File: config.mk
export PLATFORM = sky130hd
export DESIGN_NAME = router_weight_mc
export DESIGN_NICKNAME = d
export VERILOG_FILES = /design/src/rtl/router_pkg.sv /design/src/rtl/wght_idx_gen.sv /design/src/rtl/router_weight_mc.sv
export SDC_FILE = /design/constraint.sdc
export NUM_CORES = 1
export LEC_CHECK = 0
export CAP_MARGIN = 15
export CORE_ASPECT_RATIO = 1.5
export CORE_UTILIZATION = 30
export CTS_CLUSTER_SIZE = 10
export DETAILED_ROUTE_END_ITERATION = 12
export GPL_TIMING_DRIVEN = 0
export PLACE_DENSITY_LB_ADDON = 0.1
export SKIP_CTS_REPAIR_TIMING = 1
export SYNTH_ARGS = -nofsm -noshare
export SYNTH_HDL_FRONTEND = slang
export SYNTH_HIERARCHICAL = 1
export SYNTH_SLANG_ARGS = --single-unit
export TNS_END_PERCENT = 1
File: constraint.sdc
create_clock -name clk -period 1.85 [get_ports clk]
set_input_delay 0.2775 -clock clk [delete_from_list [all_inputs] [get_ports clk]]
set_output_delay 0.2775 -clock clk [all_outputs]
set_load 0.1 [all_outputs]
File: src/rtl/router_pkg.sv
// Shared definitions for the multi-PE weight router.
//   state_t      : controller state encoding (IDLE/READ/DRAIN/DONE)
//   MODE_*       : values of the latched bcast_mode bit
//   wpf()        : words per filter for a given kernel side
package router_pkg;

    typedef enum logic [1:0] {
        IDLE  = 2'd0,
        READ  = 2'd1,
        DRAIN = 2'd2,
        DONE  = 2'd3
    } state_t;

    localparam logic MODE_UNICAST = 1'b0;
    localparam logic MODE_BCAST   = 1'b1;

    function automatic int wpf(input int kernel_size);
        return kernel_size * kernel_size;
    endfunction

endpackage

File: src/rtl/wght_idx_gen.sv
// Destination index generator for spad writes.
// Nested counters: element index 0..WPF-1 (wraps), PE index 0..NUM_PE-1
// advancing on each element wrap. Counters hold the index of the write
// currently being captured into the output registers.
//   clk, reset  : clock, synchronous active-high reset
//   clear       : restart both counters at 0 (start of a transfer)
//   advance     : a write is being captured this cycle; step the counters
//   bcast       : latched broadcast mode (only one filter pass)
//   elem_idx    : element index, zero-extended to the spad address width
//   pe_onehot   : one-hot of the current PE index
//   last_write  : the write being captured is the final one of the transfer
module wght_idx_gen
    import router_pkg::*;
#(
    parameter int WPF                = 9,
    parameter int NUM_PE             = 3,
    parameter int ADDR_BITWIDTH_SPAD = 9
) (
    input  logic                          clk,
    input  logic                          reset,
    input  logic                          clear,
    input  logic                          advance,
    input  logic                          bcast,
    output logic [ADDR_BITWIDTH_SPAD-1:0] elem_idx,
    output logic [NUM_PE-1:0]             pe_onehot,
    output logic                          last_write
);

    localparam int ELEM_W = (WPF > 1)    ? $clog2(WPF)    : 1;
    localparam int PE_W   = (NUM_PE > 1) ? $clog2(NUM_PE) : 1;

    logic [ELEM_W-1:0] elem_cnt;
    logic [PE_W-1:0]   pe_cnt;
    logic              elem_wrap;
    logic              pe_wrap;

    assign elem_wrap = (elem_cnt == ELEM_W'(WPF - 1));
    assign pe_wrap   = (pe_cnt == PE_W'(NUM_PE - 1));

    always_ff @(posedge clk) begin
        if (reset || clear) begin
            elem_cnt <= '0;
            pe_cnt   <= '0;
        end else if (advance) begin
            if (elem_wrap) begin
                elem_cnt <= '0;
                pe_cnt   <= pe_wrap ? '0 : pe_cnt + 1'b1;
            end else begin
                elem_cnt <= elem_cnt + 1'b1;
            end
        end
    end

    assign elem_idx   = ADDR_BITWIDTH_SPAD'(elem_cnt);
    assign pe_onehot  = NUM_PE'(1) << pe_cnt;
    // In broadcast only one filter pass is made, so the element wrap alone ends it.
    assign last_write = elem_wrap && ((bcast == MODE_BCAST) || pe_wrap);

endmodule

File: src/rtl/router_weight_mc.sv
// Multi-PE weight router: streams one KERNEL_SIZE x KERNEL_SIZE filter
// (broadcast) or NUM_PE consecutive filters (unicast) from the weight GLB
// into the PE weight spads.
//
// state | meaning
// IDLE  | waiting for load_spad_ctrl; latches mode and request count
// READ  | one GLB read per cycle at consecutive addresses
// DRAIN | reads finished, waiting for the final spad write
// DONE  | one-cycle completion pulse
//
// Ports:
//   clk, reset        : clock, synchronous active-high reset
//   load_spad_ctrl    : start pulse (honoured in IDLE only)
//   bcast_mode        : 1 = broadcast, 0 = unicast; sampled with start
//   r_data_glb_wght   : GLB read data, valid one cycle after the request
//   r_addr_glb_wght   : GLB read address
//   read_req_glb_wght : GLB read request
//   w_data_spad       : weight word to the spads
//   w_addr_spad       : element index within the filter
//   load_en_spad      : per-PE write enable
//   busy, done        : transfer in progress / completion pulse
module router_weight_mc
    import router_pkg::*;
#(
    parameter int DATA_BITWIDTH      = 16,
    parameter int ADDR_BITWIDTH_GLB  = 10,
    parameter int ADDR_BITWIDTH_SPAD = 9,
    parameter int KERNEL_SIZE        = 3,
    parameter int NUM_PE             = 3,
    parameter int W_READ_ADDR        = 0
) (
    input  logic                          clk,
    input  logic                          reset,
    input  logic                          load_spad_ctrl,
    input  logic                          bcast_mode,
    input  logic [DATA_BITWIDTH-1:0]      r_data_glb_wght,
    output logic [ADDR_BITWIDTH_GLB-1:0]  r_addr_glb_wght,
    output logic                          read_req_glb_wght,
    output logic [DATA_BITWIDTH-1:0]      w_data_spad,
    output logic [ADDR_BITWIDTH_SPAD-1:0] w_addr_spad,
    output logic [NUM_PE-1:0]             load_en_spad,
    output logic                          busy,
    output logic                          done
);

    localparam int WPF   = wpf(KERNEL_SIZE);
    localparam int N_MAX = WPF * NUM_PE;
    localparam int CNT_W = $clog2(N_MAX + 1);
    localparam logic [ADDR_BITWIDTH_GLB-1:0] BASE = ADDR_BITWIDTH_GLB'(W_READ_ADDR);

    state_t                    state;
    state_t                    state_nxt;
    logic [CNT_W-1:0]          req_left;    // requests still to issue after the current one
    logic                      mode_q;
    logic                      rd_valid_q;  // GLB data on r_data_glb_wght is valid this cycle
    logic                      last_q;      // final write is on the spad outputs this cycle
    logic                      start;
    logic [ADDR_BITWIDTH_SPAD-1:0] elem_idx;
    logic [NUM_PE-1:0]         pe_onehot;
    logic                      last_write;

    assign start = (state == IDLE) && load_spad_ctrl;

    always_ff @(posedge clk) begin
        if (reset) state <= IDLE;
        else       state <= state_nxt;
    end

    always_comb begin
        state_nxt = state;
        case (state)
            IDLE:  if (load_spad_ctrl)  state_nxt = READ;
            READ:  if (req_left == '0)  state_nxt = DRAIN;
            DRAIN: if (last_q)          state_nxt = DONE;
            DONE:                       state_nxt = IDLE;
            default:                    state_nxt = IDLE;
        endcase
    end

    always_comb begin
        read_req_glb_wght = 1'b0;
        busy              = 1'b0;
        done              = 1'b0;
        case (state)
            READ:    begin read_req_glb_wght = 1'b1; busy = 1'b1; end
            DRAIN:   busy = 1'b1;
            DONE:    done = 1'b1;
            default: ;
        endcase
    end

    // Read side: address counter wraps naturally at the GLB address width.
    always_ff @(posedge clk) begin
        if (reset) begin
            r_addr_glb_wght <= BASE;
            req_left        <= '0;
            mode_q          <= MODE_UNICAST;
            rd_valid_q      <= 1'b0;
        end else begin
            rd_valid_q <= read_req_glb_wght;
            if (state == IDLE) begin
                r_addr_glb_wght <= BASE;
                if (load_spad_ctrl) begin
                    mode_q   <= bcast_mode;
                    req_left <= (bcast_mode == MODE_BCAST) ? CNT_W'(WPF - 1) : CNT_W'(N_MAX - 1);
                end
            end else if ((state == READ) && (req_left != '0)) begin
                r_addr_glb_wght <= r_addr_glb_wght + 1'b1;
                req_left        <= req_left - 1'b1;
            end
        end
    end

    // Write side: GLB data is registered straight onto the spad bus.
    always_ff @(posedge clk) begin
        if (reset) begin
            w_data_spad  <= '0;
            w_addr_spad  <= '0;
            load_en_spad <= '0;
            last_q       <= 1'b0;
        end else begin
            last_q       <= rd_valid_q && last_write;
            load_en_spad <= '0;
            if (rd_valid_q) begin
                w_data_spad  <= r_data_glb_wght;
                w_addr_spad  <= elem_idx;
                load_en_spad <= (mode_q == MODE_BCAST) ? {NUM_PE{1'b1}} : pe_onehot;
            end
        end
    end

    wght_idx_gen #(
        .WPF                (WPF),
        .NUM_PE             (NUM_PE),
        .ADDR_BITWIDTH_SPAD (ADDR_BITWIDTH_SPAD)
    ) u_idx (
        .clk        (clk),
        .reset      (reset),
        .clear      (start),
        .advance    (rd_valid_q),
        .bcast      (mode_q),
        .elem_idx   (elem_idx),
        .pe_onehot  (pe_onehot),
        .last_write (last_write)
    );

endmodule

==> results of run 1 <==
==> sequential cells by signal, indices dropped and copies added (netlist names) <==
| name | count |
|---|---|
| r_addr_glb_wght | 10 |
| w_data_spad | 16 |
| u_idx/pe_cnt | 2 |
| u_idx/elem_cnt | 4 |
| last_q | 1 |
| state | 2 |
| mode_q | 1 |
| w_addr_spad | 9 |
| load_en_spad | 3 |
| req_left | 5 |
| rd_valid_q | 1 |
==> area by class of cell <==
cell class	instances	area [um2]
buffer	17	103
clock buffer	6	129
clock inverter	2	13.8
fill	802	4260
inverter	11	41.3
multi-input combinational	169	1170
sequential	54	1090
tap	102	128
timing repair buffer	60	681
==> cell usage after synthesis, drive strengths merged (2+ instances only) <==
cell,count,area share (%)
inv,11,1.7
nor3,4,0.85
nor2,42,6.8
nand4,4,1.1
nand2,12,1.9
clkbuf,5,0.79
nor4,2,0.53
or4,4,1.3
dfxtp,54,46
a21oi,11,2.3
or4b,2,0.85
xor2,2,0.74
nor4b,4,2.1
o31ai,5,1.6
buf,12,3.4
nand3,5,1.1
nor4bb,2,0.85
ha,8,4.2
o21ai,5,1.1
mux2i,31,13
or3,6,1.6
==> worst max path at each step <==
stage	start	to	slack (ns)	cells past startpoint
detailed placement	state[0]	busy	-0.36	3
finish	state[0]	busy	0.02	3
floorplan	r_addr_glb_wght[5]	r_addr_glb_wght[7]	-0.09	3
CTS	state[0]	busy	-0.67	3
global placement	state[0]	busy	-0.36	3
global route	state[0]	busy	-0.04	3
==> layer usage <==
layer | vias to the layer above | routed length (um) | track usage, % | part of all wire, %
met5 | - | 0 | 0 | 0
met4 | 0 | 62 | 6.29 | 1.2
met2 | 56 | 2870 | 23.6 | 54
met3 | 4 | 224 | 3.18 | 4.2
li1 | 995 | - | - | -
met1 | 887 | 2160 | 14.3 | 41
==> tightest hold or removal path, delay by kind of cell, from the launching register on <==
kind / cells / cell delay [ns]
simple gates: 1 / 0.06
flops: 1 / 0.32
mux: 1 / 0.05
==> power breakdown <==
part	leakage, nW	switching [mW]	internal (mW)
Combinational	1.42	1.28	0.545
Clock	0.0708	0.417	0.503
Sequential	0.440	0.111	1.28
==> cells by family (layout without fill, tap and decap cells) <==
| group | Yosys count | after routing | synth area share, % |
|---|---|---|---|
| mux | 31 | 31 | 13.1 |
| flops | 54 | 54 | 45.8 |
| other cells | 1 | 5 | 0.159 |
| compound gates | 28 | 28 | 7.79 |
| simple gates | 94 | 94 | 21.9 |
| buf+inv | 28 | 96 | 5.93 |
| xor+xnor | 3 | 3 | 1.11 |
| fa+ha+maj | 8 | 8 | 4.24 |
==> layout by cell type, fill, tap and decap left out, drive strengths merged, types with 5 or more instances in the layout <==
cell type / Yosys / routed
ha: 8 / 8
buf: 12 / 11
o31ai: 5 / 5
nand3: 5 / 5
conb: 1 / 5
or3: 6 / 6
a21oi: 11 / 11
mux2i: 31 / 31
inv: 11 / 11
nand2: 12 / 12
dfxtp: 54 / 54
dlymetal6s2s: 0 / 38
nor2: 42 / 42
clkdlybuf4s50: 0 / 19
clkbuf: 5 / 15
o21ai: 5 / 5
==> impl_results.html, run 1 <==
<table>
<tr><th>Metric</th><th>Value</th></tr>
<tr><th colspan="2">Global route</th></tr>
<tr><td>Total routing usage reported by global routing</td><td>13.4%</td></tr>
<tr><td>Number of global-route vias before repair</td><td>1922</td></tr>
<tr><td>Pin count of the biggest net entering global routing</td><td>17</td></tr>
<tr><td>Global route overflow</td><td>0</td></tr>
<tr><td>Antenna violations before repair</td><td>0</td></tr>
<tr><td>Wire length of the first global-routing pass</td><td>8.60 mm</td></tr>
<tr><th colspan="2">Yosys</th></tr>
<tr><td>Mean post-synth cell area</td><td>9.56 um2</td></tr>
<tr><td>Sequential fraction of the synthesis area</td><td>45.8%</td></tr>
<tr><td>Number of enable flip-flop cells after synthesis</td><td>0</td></tr>
<tr><td>Cell count after synthesis</td><td>247</td></tr>
<tr><td>Ys Warns</td><td>6</td></tr>
<tr><td>Count of different cell masters after synthesis</td><td>42</td></tr>
<tr><td>Flop and latch count out of synthesis</td><td>54</td></tr>
<tr><td>Async set or reset register ratio after synthesis</td><td>0%</td></tr>
<tr><td>Most common flop cell mapped by yosys</td><td>dfxtp_1</td></tr>
<tr><td>Mapped Area</td><td>2360 um2</td></tr>
<tr><th colspan="2">Final layout</th></tr>
<tr><td>Final non-filler cell area</td><td>3360 um2</td></tr>
<tr><td>Number of antenna repair diodes</td><td>0</td></tr>
<tr><td>Layout area overhead</td><td>42.1%</td></tr>
<tr><td>Final Util</td><td>44.1%</td></tr>
<tr><td>Ratio of cells with drive above 1 in the final layout</td><td>11.0%</td></tr>
<tr><td>Post-layout instance count excluding filler cells</td><td>421</td></tr>
<tr><td>Fin nets</td><td>346</td></tr>
<tr><th colspan="2">Min path</th></tr>
<tr><td>Worst hold stages</td><td>2</td></tr>
<tr><td>Worst Hold Class</td><td>reg2reg</td></tr>
<tr><td>Hold_sp</td><td>r_addr_glb_wght[9]</td></tr>
<tr><td>Capture endpoint of the worst hold path</td><td>r_addr_glb_wght[9]</td></tr>
<tr><th colspan="2">Setup path</th></tr>
<tr><td>Ordered cell list for the critical path</td><td>inv_1 -&gt; ha_1 -&gt; clkbuf_2</td></tr>
<tr><td>Critical path arrival</td><td>1.55 ns</td></tr>
<tr><td>Cell with the biggest individual delay on the critical path</td><td>clkbuf_2</td></tr>
<tr><td>Crit-path leading delay family</td><td>buffers and inverters</td></tr>
<tr><td>Worst endpoint required time</td><td>1.57 ns</td></tr>
<tr><td>Worst reg2reg path endpoint</td><td>req_left[3]</td></tr>
<tr><td>R2r startpoint</td><td>state[1]</td></tr>
<tr><td>Total buffers and inverters traversed by the critical path</td><td>2</td></tr>
<tr><td>Max incr delay on CP</td><td>0.45 ns</td></tr>
<tr><td>Crit path max fanout</td><td>3</td></tr>
<tr><td>Cell depth of the worst flop-to-flop path</td><td>6</td></tr>
<tr><td>R2R Setup Slk</td><td>0.12 ns</td></tr>
<tr><td>Worst Setup End Kind</td><td>output port</td></tr>
<tr><td>Crit path kind</td><td>reg2out</td></tr>
<tr><td>Type of origin of the critical path</td><td>flip-flop</td></tr>
<tr><th colspan="2">Route</th></tr>
<tr><td>DR vias</td><td>1942</td></tr>
<tr><td>Post-detailed-route wirelength per cell</td><td>12.6 um</td></tr>
<tr><td>Post-detailed-route count of antenna-violating nets</td><td>0</td></tr>
<tr><td>Number of DRC violations after detailed routing</td><td>0</td></tr>
<tr><td>First drt pass iteration count</td><td>4</td></tr>
<tr><td>Wire length after detailed routing</td><td>5.31 mm</td></tr>
<tr><td>Iter 0 DRT Violations</td><td>55</td></tr>
<tr><td>Detailed-route vias per instance</td><td>4.61</td></tr>
<tr><th colspan="2">CTS</th></tr>
<tr><td>Clock buffers created by TritonCTS</td><td>5</td></tr>
<tr><td>Clk slew on worst S/H paths</td><td>0.07 ns</td></tr>
<tr><td>Clk Tree Root Cell</td><td>clkbuf_16</td></tr>
<tr><td>H-tree levels</td><td>2</td></tr>
<tr><td>CTS sink count</td><td>54</td></tr>
<tr><td>CTS tree</td><td>yes</td></tr>
<tr><td>Largest buffer count on any clock path</td><td>2</td></tr>
<tr><td>Clk Latency, worst-skew pair</td><td>0.29 ns</td></tr>
<tr><th colspan="2">Placed design</th></tr>
<tr><td>Port-buffer cells</td><td>60</td></tr>
<tr><td>Global placement routability congestion</td><td>0.755</td></tr>
<tr><td>Setup slack after placement</td><td>-0.361 ns</td></tr>
<tr><td>Dpl cell area</td><td>3120 um2</td></tr>
<tr><td>Placed Cells incl. Taps</td><td>413</td></tr>
<tr><td>HPWL Detailed</td><td>3.89 mm</td></tr>
<tr><th colspan="2">STA</th></tr>
<tr><td>Tcrit/Tclk final</td><td>98.7%</td></tr>
<tr><td>Smallest hold slack</td><td>0.480 ns</td></tr>
<tr><td>Final setup violation count</td><td>0</td></tr>
<tr><td>Setup repair after global routing missed its margin</td><td>yes</td></tr>
<tr><td>Tmin final</td><td>1.83 ns</td></tr>
<tr><td>Clk_skew</td><td>0.00539 ns</td></tr>
<tr><td>Max transition margin</td><td>34.1%</td></tr>
<tr><td>F_max</td><td>0.547 GHz</td></tr>
<tr><td>Worst Tran Pin Value</td><td>0.987 ns</td></tr>
<tr><td>TNS Setup</td><td>0 ns</td></tr>
<tr><td>Number of hold-slack violations in the final timing report</td><td>0</td></tr>
<tr><td>Final WS setup</td><td>0.0233 ns</td></tr>
<tr><td>Final-report max-slew violation count</td><td>0</td></tr>
<tr><th colspan="2">Power and ir drop</th></tr>
<tr><td>Maximum vdd ir drop</td><td>515 uV</td></tr>
<tr><td>Power Total</td><td>4.14 mW</td></tr>
<tr><td>PD cells</td><td>1230 nW/um2</td></tr>
<tr><td>Leakage component of the power</td><td>1.93 nW</td></tr>
<tr><th colspan="2">Floorplan</th></tr>
<tr><td>Top Ports</td><td>61</td></tr>
<tr><td>Die Area</td><td>8240 um2</td></tr>
<tr><td>Count of standard-cell rows</td><td>39</td></tr>
<tr><td>Die X-Extent</td><td>74.5 um</td></tr>
<tr><td>Area inside the core boundary</td><td>7610 um2</td></tr>
<tr><td>Die height</td><td>111 um</td></tr>
<tr><td>Starting density of the core</td><td>31.0%</td></tr>
<tr><th colspan="2">Status</th></tr>
<tr><td>Status</td><td>complete, no violations</td></tr>
<tr><th colspan="2">Job</th></tr>
<tr><td>Maxcap violations</td><td>0</td></tr>
</table>
(Power assumes the default switching activity.)
==> run 2: changes to the inputs <==
MAX_ROUTING_LAYER = met4   (was not set)
==> run 2 against run 1 <==
Against the previous run:
- clock power hardly changed
- clock skew hardly changed
- power hardly changed
- register-to-register slack hardly changed
- highest routed layer unchanged
- first-iteration DRC count is 7.3% higher
- critical endpoint unchanged
==> impl_results.html, run 2 (synthesis gave the netlist of run 1 again) <==
<table>
<tr><th>Metric</th><th>Value</th></tr>
<tr><th colspan="2">Status</th></tr>
<tr><td>Status</td><td>complete, no violations</td></tr>
<tr><th colspan="2">STA</th></tr>
<tr><td>TNS Setup</td><td>0 ns</td></tr>
<tr><td>Worst Tran Pin Value</td><td>0.987 ns</td></tr>
<tr><td>Number of hold-slack violations in the final timing report</td><td>0</td></tr>
<tr><td>Max transition margin</td><td>34.1%</td></tr>
<tr><td>Final-report max-slew violation count</td><td>0</td></tr>
<tr><td>Clk_skew</td><td>0.00555 ns</td></tr>
<tr><td>Setup repair after global routing missed its margin</td><td>yes</td></tr>
<tr><td>Tmin final</td><td>1.83 ns</td></tr>
<tr><td>Tcrit/Tclk final</td><td>98.9%</td></tr>
<tr><td>Final setup violation count</td><td>0</td></tr>
<tr><td>F_max</td><td>0.547 GHz</td></tr>
<tr><th colspan="2">Global route</th></tr>
<tr><td>Number of global-route vias before repair</td><td>1927</td></tr>
<tr><td>Antenna violations before repair</td><td>0</td></tr>
<tr><td>Global route overflow</td><td>0</td></tr>
<tr><td>Pin count of the biggest net entering global routing</td><td>17</td></tr>
<tr><td>Wire length of the first global-routing pass</td><td>8.59 mm</td></tr>
<tr><td>Total routing usage reported by global routing</td><td>13.7%</td></tr>
<tr><th colspan="2">Route</th></tr>
<tr><td>Post-detailed-route count of antenna-violating nets</td><td>0</td></tr>
<tr><td>Iter 0 DRT Violations</td><td>59</td></tr>
<tr><td>Post-detailed-route wirelength per cell</td><td>12.5 um</td></tr>
<tr><td>DR vias</td><td>1947</td></tr>
<tr><td>Detailed-route vias per instance</td><td>4.62</td></tr>
<tr><td>Number of DRC violations after detailed routing</td><td>0</td></tr>
<tr><td>First drt pass iteration count</td><td>4</td></tr>
<tr><td>Wire length after detailed routing</td><td>5.28 mm</td></tr>
<tr><th colspan="2">Final layout</th></tr>
<tr><td>Post-layout instance count excluding filler cells</td><td>421</td></tr>
<tr><td>Number of antenna repair diodes</td><td>0</td></tr>
<tr><td>Largest Register</td><td>w_data_spad</td></tr>
<tr><td>Final non-filler cell area</td><td>3360 um2</td></tr>
<tr><td>Most common library cell in the layout ignoring fill and taps</td><td>dfxtp_1</td></tr>
<tr><td>Layout area overhead</td><td>42.1%</td></tr>
<tr><td>Commonest cells after routing, fill and taps aside</td><td>dfxtp_1 (49), nor2_1 (41), dlymetal6s2s_1 (38)</td></tr>
<tr><td>Largest register FFs</td><td>16</td></tr>
<tr><td>Fin nets</td><td>346</td></tr>
<tr><td>Ratio of cells with drive above 1 in the final layout</td><td>11.0%</td></tr>
<tr><td>Registers with the most flip-flops</td><td>w_data_spad: 16 flops, r_addr_glb_wght: 10 flops, w_addr_spad: 9 flops</td></tr>
<tr><th colspan="2">Floorplan</th></tr>
<tr><td>Die height</td><td>111 um</td></tr>
<tr><td>Die X-Extent</td><td>74.5 um</td></tr>
<tr><td>Die Area</td><td>8240 um2</td></tr>
<tr><td>Starting density of the core</td><td>31.0%</td></tr>
<tr><td>Area inside the core boundary</td><td>7610 um2</td></tr>
<tr><td>Top Ports</td><td>61</td></tr>
<tr><td>Count of standard-cell rows</td><td>39</td></tr>
<tr><th colspan="2">Setup path</th></tr>
<tr><td>Crit path kind</td><td>reg2out</td></tr>
<tr><td>R2r startpoint</td><td>state[1]</td></tr>
<tr><td>Type of origin of the critical path</td><td>flip-flop</td></tr>
<tr><td>Worst reg2reg path endpoint</td><td>req_left[3]</td></tr>
<tr><td>Worst Setup End Kind</td><td>output port</td></tr>
<tr><td>Critical path arrival</td><td>1.55 ns</td></tr>
<tr><td>R2R Setup Slk</td><td>0.12 ns</td></tr>
<tr><td>Crit path max fanout</td><td>3</td></tr>
<tr><td>CP Launch Point</td><td>state[0]</td></tr>
<tr><td>Worst endpoint required time</td><td>1.57 ns</td></tr>
<tr><td>Cell depth of the worst flop-to-flop path</td><td>6</td></tr>
<tr><th colspan="2">CTS</th></tr>
<tr><td>H-tree levels</td><td>2</td></tr>
<tr><td>Clock buffers created by TritonCTS</td><td>5</td></tr>
<tr><td>Largest buffer count on any clock path</td><td>2</td></tr>
<tr><td>Clk slew on worst S/H paths</td><td>0.07 ns</td></tr>
<tr><td>CTS tree</td><td>yes</td></tr>
<tr><td>CTS sink count</td><td>54</td></tr>
<tr><td>Clk Tree Root Cell</td><td>clkbuf_16</td></tr>
<tr><td>Clk Latency, worst-skew pair</td><td>0.29 ns</td></tr>
<tr><th colspan="2">Min path</th></tr>
<tr><td>Hold_sp</td><td>r_addr_glb_wght[9]</td></tr>
<tr><td>Capture endpoint of the worst hold path</td><td>r_addr_glb_wght[9]</td></tr>
<tr><td>Worst Hold Class</td><td>reg2reg</td></tr>
<tr><td>Worst hold stages</td><td>2</td></tr>
<tr><th colspan="2">Power and ir drop</th></tr>
<tr><td>PD cells</td><td>1230 nW/um2</td></tr>
<tr><td>Power Total</td><td>4.14 mW</td></tr>
<tr><td>Leakage component of the power</td><td>1.93 nW</td></tr>
<tr><td>Maximum vdd ir drop</td><td>515 uV</td></tr>
<tr><th colspan="2">Placed design</th></tr>
<tr><td>HPWL Detailed</td><td>3.89 mm</td></tr>
<tr><td>Port-buffer cells</td><td>60</td></tr>
<tr><td>Dpl cell area</td><td>3120 um2</td></tr>
<tr><td>Global placement routability congestion</td><td>0.765</td></tr>
<tr><td>Placed Cells incl. Taps</td><td>413</td></tr>
<tr><th colspan="2">Job</th></tr>
<tr><td>Maxcap violations</td><td>0</td></tr>
</table>
## run 2: how the worst max path moves through the flow
| stage | depth (start not counted) | slack, ns | to |
|---|---|---|---|
| finish | 3 | 0.02 | busy |
| global placement | 3 | -0.36 | busy |
| global route | 3 | -0.04 | busy |
| CTS | 3 | -0.67 | busy |
| floorplan | 3 | -0.09 | r_addr_glb_wght[7] |
| detailed placement | 3 | -0.36 | busy |
## run 2: worst max-delay path, stage by stage, from the launching register on
cell and delay, ns:
dfxtp_1 0.40, inv_1 0.10, ha_1 0.31, clkbuf_2 0.45
## run 2: area by class of cell
class	count	area, um2
clock buffer	6	129
buffer	17	103
clock inverter	2	13.8
sequential	54	1090
timing repair buffer	60	681
tap	102	128
inverter	11	41.3
multi-input combinational	169	1170
fill	802	4260
## run 2: report_power, final
part           internal [mW]  switching, mW  total [mW]
combinational          0.545           1.28        1.82
sequential              1.28          0.111        1.40
clock                  0.503          0.419       0.922
total                   2.33           1.81        4.14
## run 2: metal layers
| layer | share of wire [%] | GRT usage [%] | up-vias |
|---|---|---|---|
| met5 | 0 | - | - |
| met4 | 1.8 | 6.29 | 0 |
| met3 | 4.2 | 3.00 | 7 |
| met2 | 54 | 23.6 | 53 |
| met1 | 40 | 14.5 | 893 |
| li1 | - | - | 994 |
## run 2: through the flow
stage          worst slack [ns]  util, %  hold slack [ns]
2_1_floorplan           -0.0938        -            0.354
3_3_place_gp             -0.359     41.0            0.471
4_1_cts                  -0.675     42.9            0.500
3_5_place_dp             -0.361     41.0            0.482
5_1_grt                 -0.0371     44.1            0.519
6_report                 0.0209     44.1            0.480
==> run 3: changes to the inputs <==
GPL_ROUTABILITY_DRIVEN = 1   (was not set)
SETUP_SLACK_MARGIN = 0.2   (was not set)
SKIP_CTS_REPAIR_TIMING = not set   (was 1)
==> run 3 against run 2 <==
Against the previous run:
- largest cell class unchanged
- die area did not move
- sequential power is essentially flat
- wire length decreased by 1.3%
- clock-buffer cell count decreased by 1
- critical endpoint is now r_addr_glb_wght[2]
- power up 4.7%
- via count down 0.31%
- flip-flop and latch count stayed put
- critical path depth decreased by 2
- combinational power grew 3%
- cell count grew 0.24%
- clock skew shrank 0.0023 ns
- worst hold slack better by 0.0022 ns
- critical path type unchanged
==> impl_results.html, run 3 (synthesis gave the netlist of run 1 again) <==
<table>
<tr><th>Metric</th><th>Value</th></tr>
<tr><th colspan="2">CTS</th></tr>
<tr><td>CTS sink count</td><td>54</td></tr>
<tr><td>Clk slew on worst S/H paths</td><td>0.07 ns</td></tr>
<tr><td>Total of hold buffers inserted after clock tree synthesis</td><td>0</td></tr>
<tr><td>CTS tree</td><td>yes</td></tr>
<tr><td>Clock buffers created by TritonCTS</td><td>5</td></tr>
<tr><td>Clk Tree Root Cell</td><td>clkbuf_16</td></tr>
<tr><td>H-tree levels</td><td>2</td></tr>
<tr><td>Clk Latency, worst-skew pair</td><td>0.29 ns</td></tr>
<tr><td>Largest buffer count on any clock path</td><td>2</td></tr>
<tr><th colspan="2">STA</th></tr>
<tr><td>Setup repair after global routing missed its margin</td><td>yes</td></tr>
<tr><td>Final-report max-slew violation count</td><td>0</td></tr>
<tr><td>Tcrit/Tclk final</td><td>96.9%</td></tr>
<tr><td>Number of hold-slack violations in the final timing report</td><td>0</td></tr>
<tr><td>Tmin final</td><td>1.79 ns</td></tr>
<tr><td>Worst Tran Pin Value</td><td>0.983 ns</td></tr>
<tr><td>F_max</td><td>0.558 GHz</td></tr>
<tr><td>Final setup violation count</td><td>0</td></tr>
<tr><td>Clk_skew</td><td>0.00324 ns</td></tr>
<tr><td>Max transition margin</td><td>34.7%</td></tr>
<tr><th colspan="2">Final layout</th></tr>
<tr><td>Layout area overhead</td><td>38.8%</td></tr>
<tr><td>Layout filler cell count</td><td>788</td></tr>
<tr><td>Fin nets</td><td>347</td></tr>
<tr><td>Number of antenna repair diodes</td><td>0</td></tr>
<tr><td>Commonest cells after routing, fill and taps aside</td><td>dfxtp_1 (46), nor2_1 (41), dlygate4sd2_1 (33)</td></tr>
<tr><td>Registers with the most flip-flops</td><td>w_data_spad: 16 flops, r_addr_glb_wght: 10 flops, w_addr_spad: 9 flops</td></tr>
<tr><td>Largest register FFs</td><td>16</td></tr>
<tr><td>Ratio of cells with drive above 1 in the final layout</td><td>13.8%</td></tr>
<tr><td>Final Util</td><td>43.1%</td></tr>
<tr><td>Most common library cell in the layout ignoring fill and taps</td><td>dfxtp_1</td></tr>
<tr><td>Final non-filler cell area</td><td>3280 um2</td></tr>
<tr><td>Largest Register</td><td>w_data_spad</td></tr>
<tr><th colspan="2">Setup path</th></tr>
<tr><td>Crit-path leading delay family</td><td>buffers and inverters</td></tr>
<tr><td>Type of origin of the critical path</td><td>flip-flop</td></tr>
<tr><td>Cell with the biggest individual delay on the critical path</td><td>dlygate4sd2_1</td></tr>
<tr><td>Crit path kind</td><td>reg2out</td></tr>
<tr><td>Worst Setup End Kind</td><td>output port</td></tr>
<tr><td>Crit path max fanout</td><td>6</td></tr>
<tr><td>Ordered cell list for the critical path</td><td>dlygate4sd2_1</td></tr>
<tr><td>Total buffers and inverters traversed by the critical path</td><td>1</td></tr>
<tr><td>Max incr delay on CP</td><td>0.86 ns</td></tr>
<tr><td>Critical path arrival</td><td>1.52 ns</td></tr>
<tr><td>Worst endpoint required time</td><td>1.57 ns</td></tr>
<tr><th colspan="2">Floorplan</th></tr>
<tr><td>Count of standard-cell rows</td><td>39</td></tr>
<tr><td>Area inside the core boundary</td><td>7610 um2</td></tr>
<tr><td>Starting density of the core</td><td>31.0%</td></tr>
<tr><td>Die Area</td><td>8240 um2</td></tr>
<tr><td>Die height</td><td>111 um</td></tr>
<tr><td>Die X-Extent</td><td>74.5 um</td></tr>
<tr><td>Top Ports</td><td>61</td></tr>
<tr><th colspan="2">Power and ir drop</th></tr>
<tr><td>PD cells</td><td>1320 nW/um2</td></tr>
<tr><td>Leakage component of the power</td><td>1.42 nW</td></tr>
<tr><td>Maximum vdd ir drop</td><td>501 uV</td></tr>
<tr><th colspan="2">Route</th></tr>
<tr><td>Number of DRC violations after detailed routing</td><td>0</td></tr>
<tr><td>Detailed-route vias per instance</td><td>4.60</td></tr>
<tr><td>Iter 0 DRT Violations</td><td>38</td></tr>
<tr><td>DR vias</td><td>1941</td></tr>
<tr><td>Post-detailed-route count of antenna-violating nets</td><td>0</td></tr>
<tr><td>Post-detailed-route wirelength per cell</td><td>12.4 um</td></tr>
<tr><td>First drt pass iteration count</td><td>4</td></tr>
<tr><td>Wire length after detailed routing</td><td>5.21 mm</td></tr>
<tr><th colspan="2">Placed design</th></tr>
<tr><td>HPWL Detailed</td><td>3.92 mm</td></tr>
<tr><td>Global placement routability congestion</td><td>0.725</td></tr>
<tr><td>Dpl cell area</td><td>3140 um2</td></tr>
<tr><td>Port-buffer cells</td><td>60</td></tr>
<tr><th colspan="2">Job</th></tr>
<tr><td>Maxcap violations</td><td>0</td></tr>
<tr><th colspan="2">Global route</th></tr>
<tr><td>Total routing usage reported by global routing</td><td>14.2%</td></tr>
<tr><td>Number of global-route vias before repair</td><td>1932</td></tr>
<tr><td>Antenna violations before repair</td><td>0</td></tr>
<tr><td>Wire length of the first global-routing pass</td><td>8.86 mm</td></tr>
<tr><td>Global route overflow</td><td>0</td></tr>
<tr><td>Pin count of the biggest net entering global routing</td><td>18</td></tr>
<tr><th colspan="2">Status</th></tr>
<tr><td>Status</td><td>complete, no violations</td></tr>
<tr><th colspan="2">Min path</th></tr>
<tr><td>Worst Hold Class</td><td>reg2reg</td></tr>
</table>
[run 3: worst register-to-register path: cells and delay by family (launching register included)]
| family | cells | cell delay (ns) |
|---|---|---|
| compound gates | 2 | 0.44 |
| simple gates | 1 | 0.34 |
| flops | 1 | 0.33 |
| buf+inv | 2 | 0.28 |
| fa+ha+maj | 1 | 0.20 |
[run 3: layer usage]
metal	routed length (um)	global-route usage, %	up-vias	part of all wire (%)
li1	-	-	989	-
met1	2110	14.7	903	40
met2	2840	25.3	47	55
met3	219	2.91	2	4.2
met4	44	5.28	0	0.84
met5	0	-	-	0
[run 3: path summary, 6_finish.rpt]
check        depth (start not counted)                 end  slack (ns)                from
max                                  1  r_addr_glb_wght[2]        0.06  r_addr_glb_wght[2]
min reg2reg                          2  r_addr_glb_wght[6]        0.48  r_addr_glb_wght[6]
max reg2reg                          6            state[0]        0.17         req_left[0]
min                                  2  r_addr_glb_wght[6]        0.48  r_addr_glb_wght[6]
[run 3: power breakdown]
part | internal [mW] | total, mW | switching [mW]
logic | 0.568 | 1.87 | 1.30
registers | 1.29 | 1.40 | 0.110
clock network | 0.642 | 1.07 | 0.430
[run 3: cell type report]
type	instances	area, um2	share of cell area [%]
plain buffers	17	109	3.32
clock buffers	5	125	3.82
clock inverters	3	43.8	1.34
inverters	11	41.3	1.26
multi-input cells	169	1180	35.9
flip-flops and latches	54	1090	33.3
well taps	102	128	3.89
repair buffers	61	563	17.2
[run 3: repair_timing]
item / 4_1_cts / 5_1_grt
setup endpoints to repair: 61 / 87
buffers inserted: 0 / 1
resized for setup: 54 / 7
[run 3: through the flow]
step           hold WS (ns)  setup slack [ns]  power, mW  cells  setup TNS [ns]
6_report              0.482            0.0574       4.33    422               0
4_1_cts               0.488            0.0331       4.36    421               0
3_3_place_gp          0.468            -0.347       3.32    413           -1.66
2_1_floorplan         0.354            0.0852       2.89    251               0
3_5_place_dp          0.478            -0.346       3.33    413           -1.72
5_1_grt               0.514            0.0181       4.55    422               0
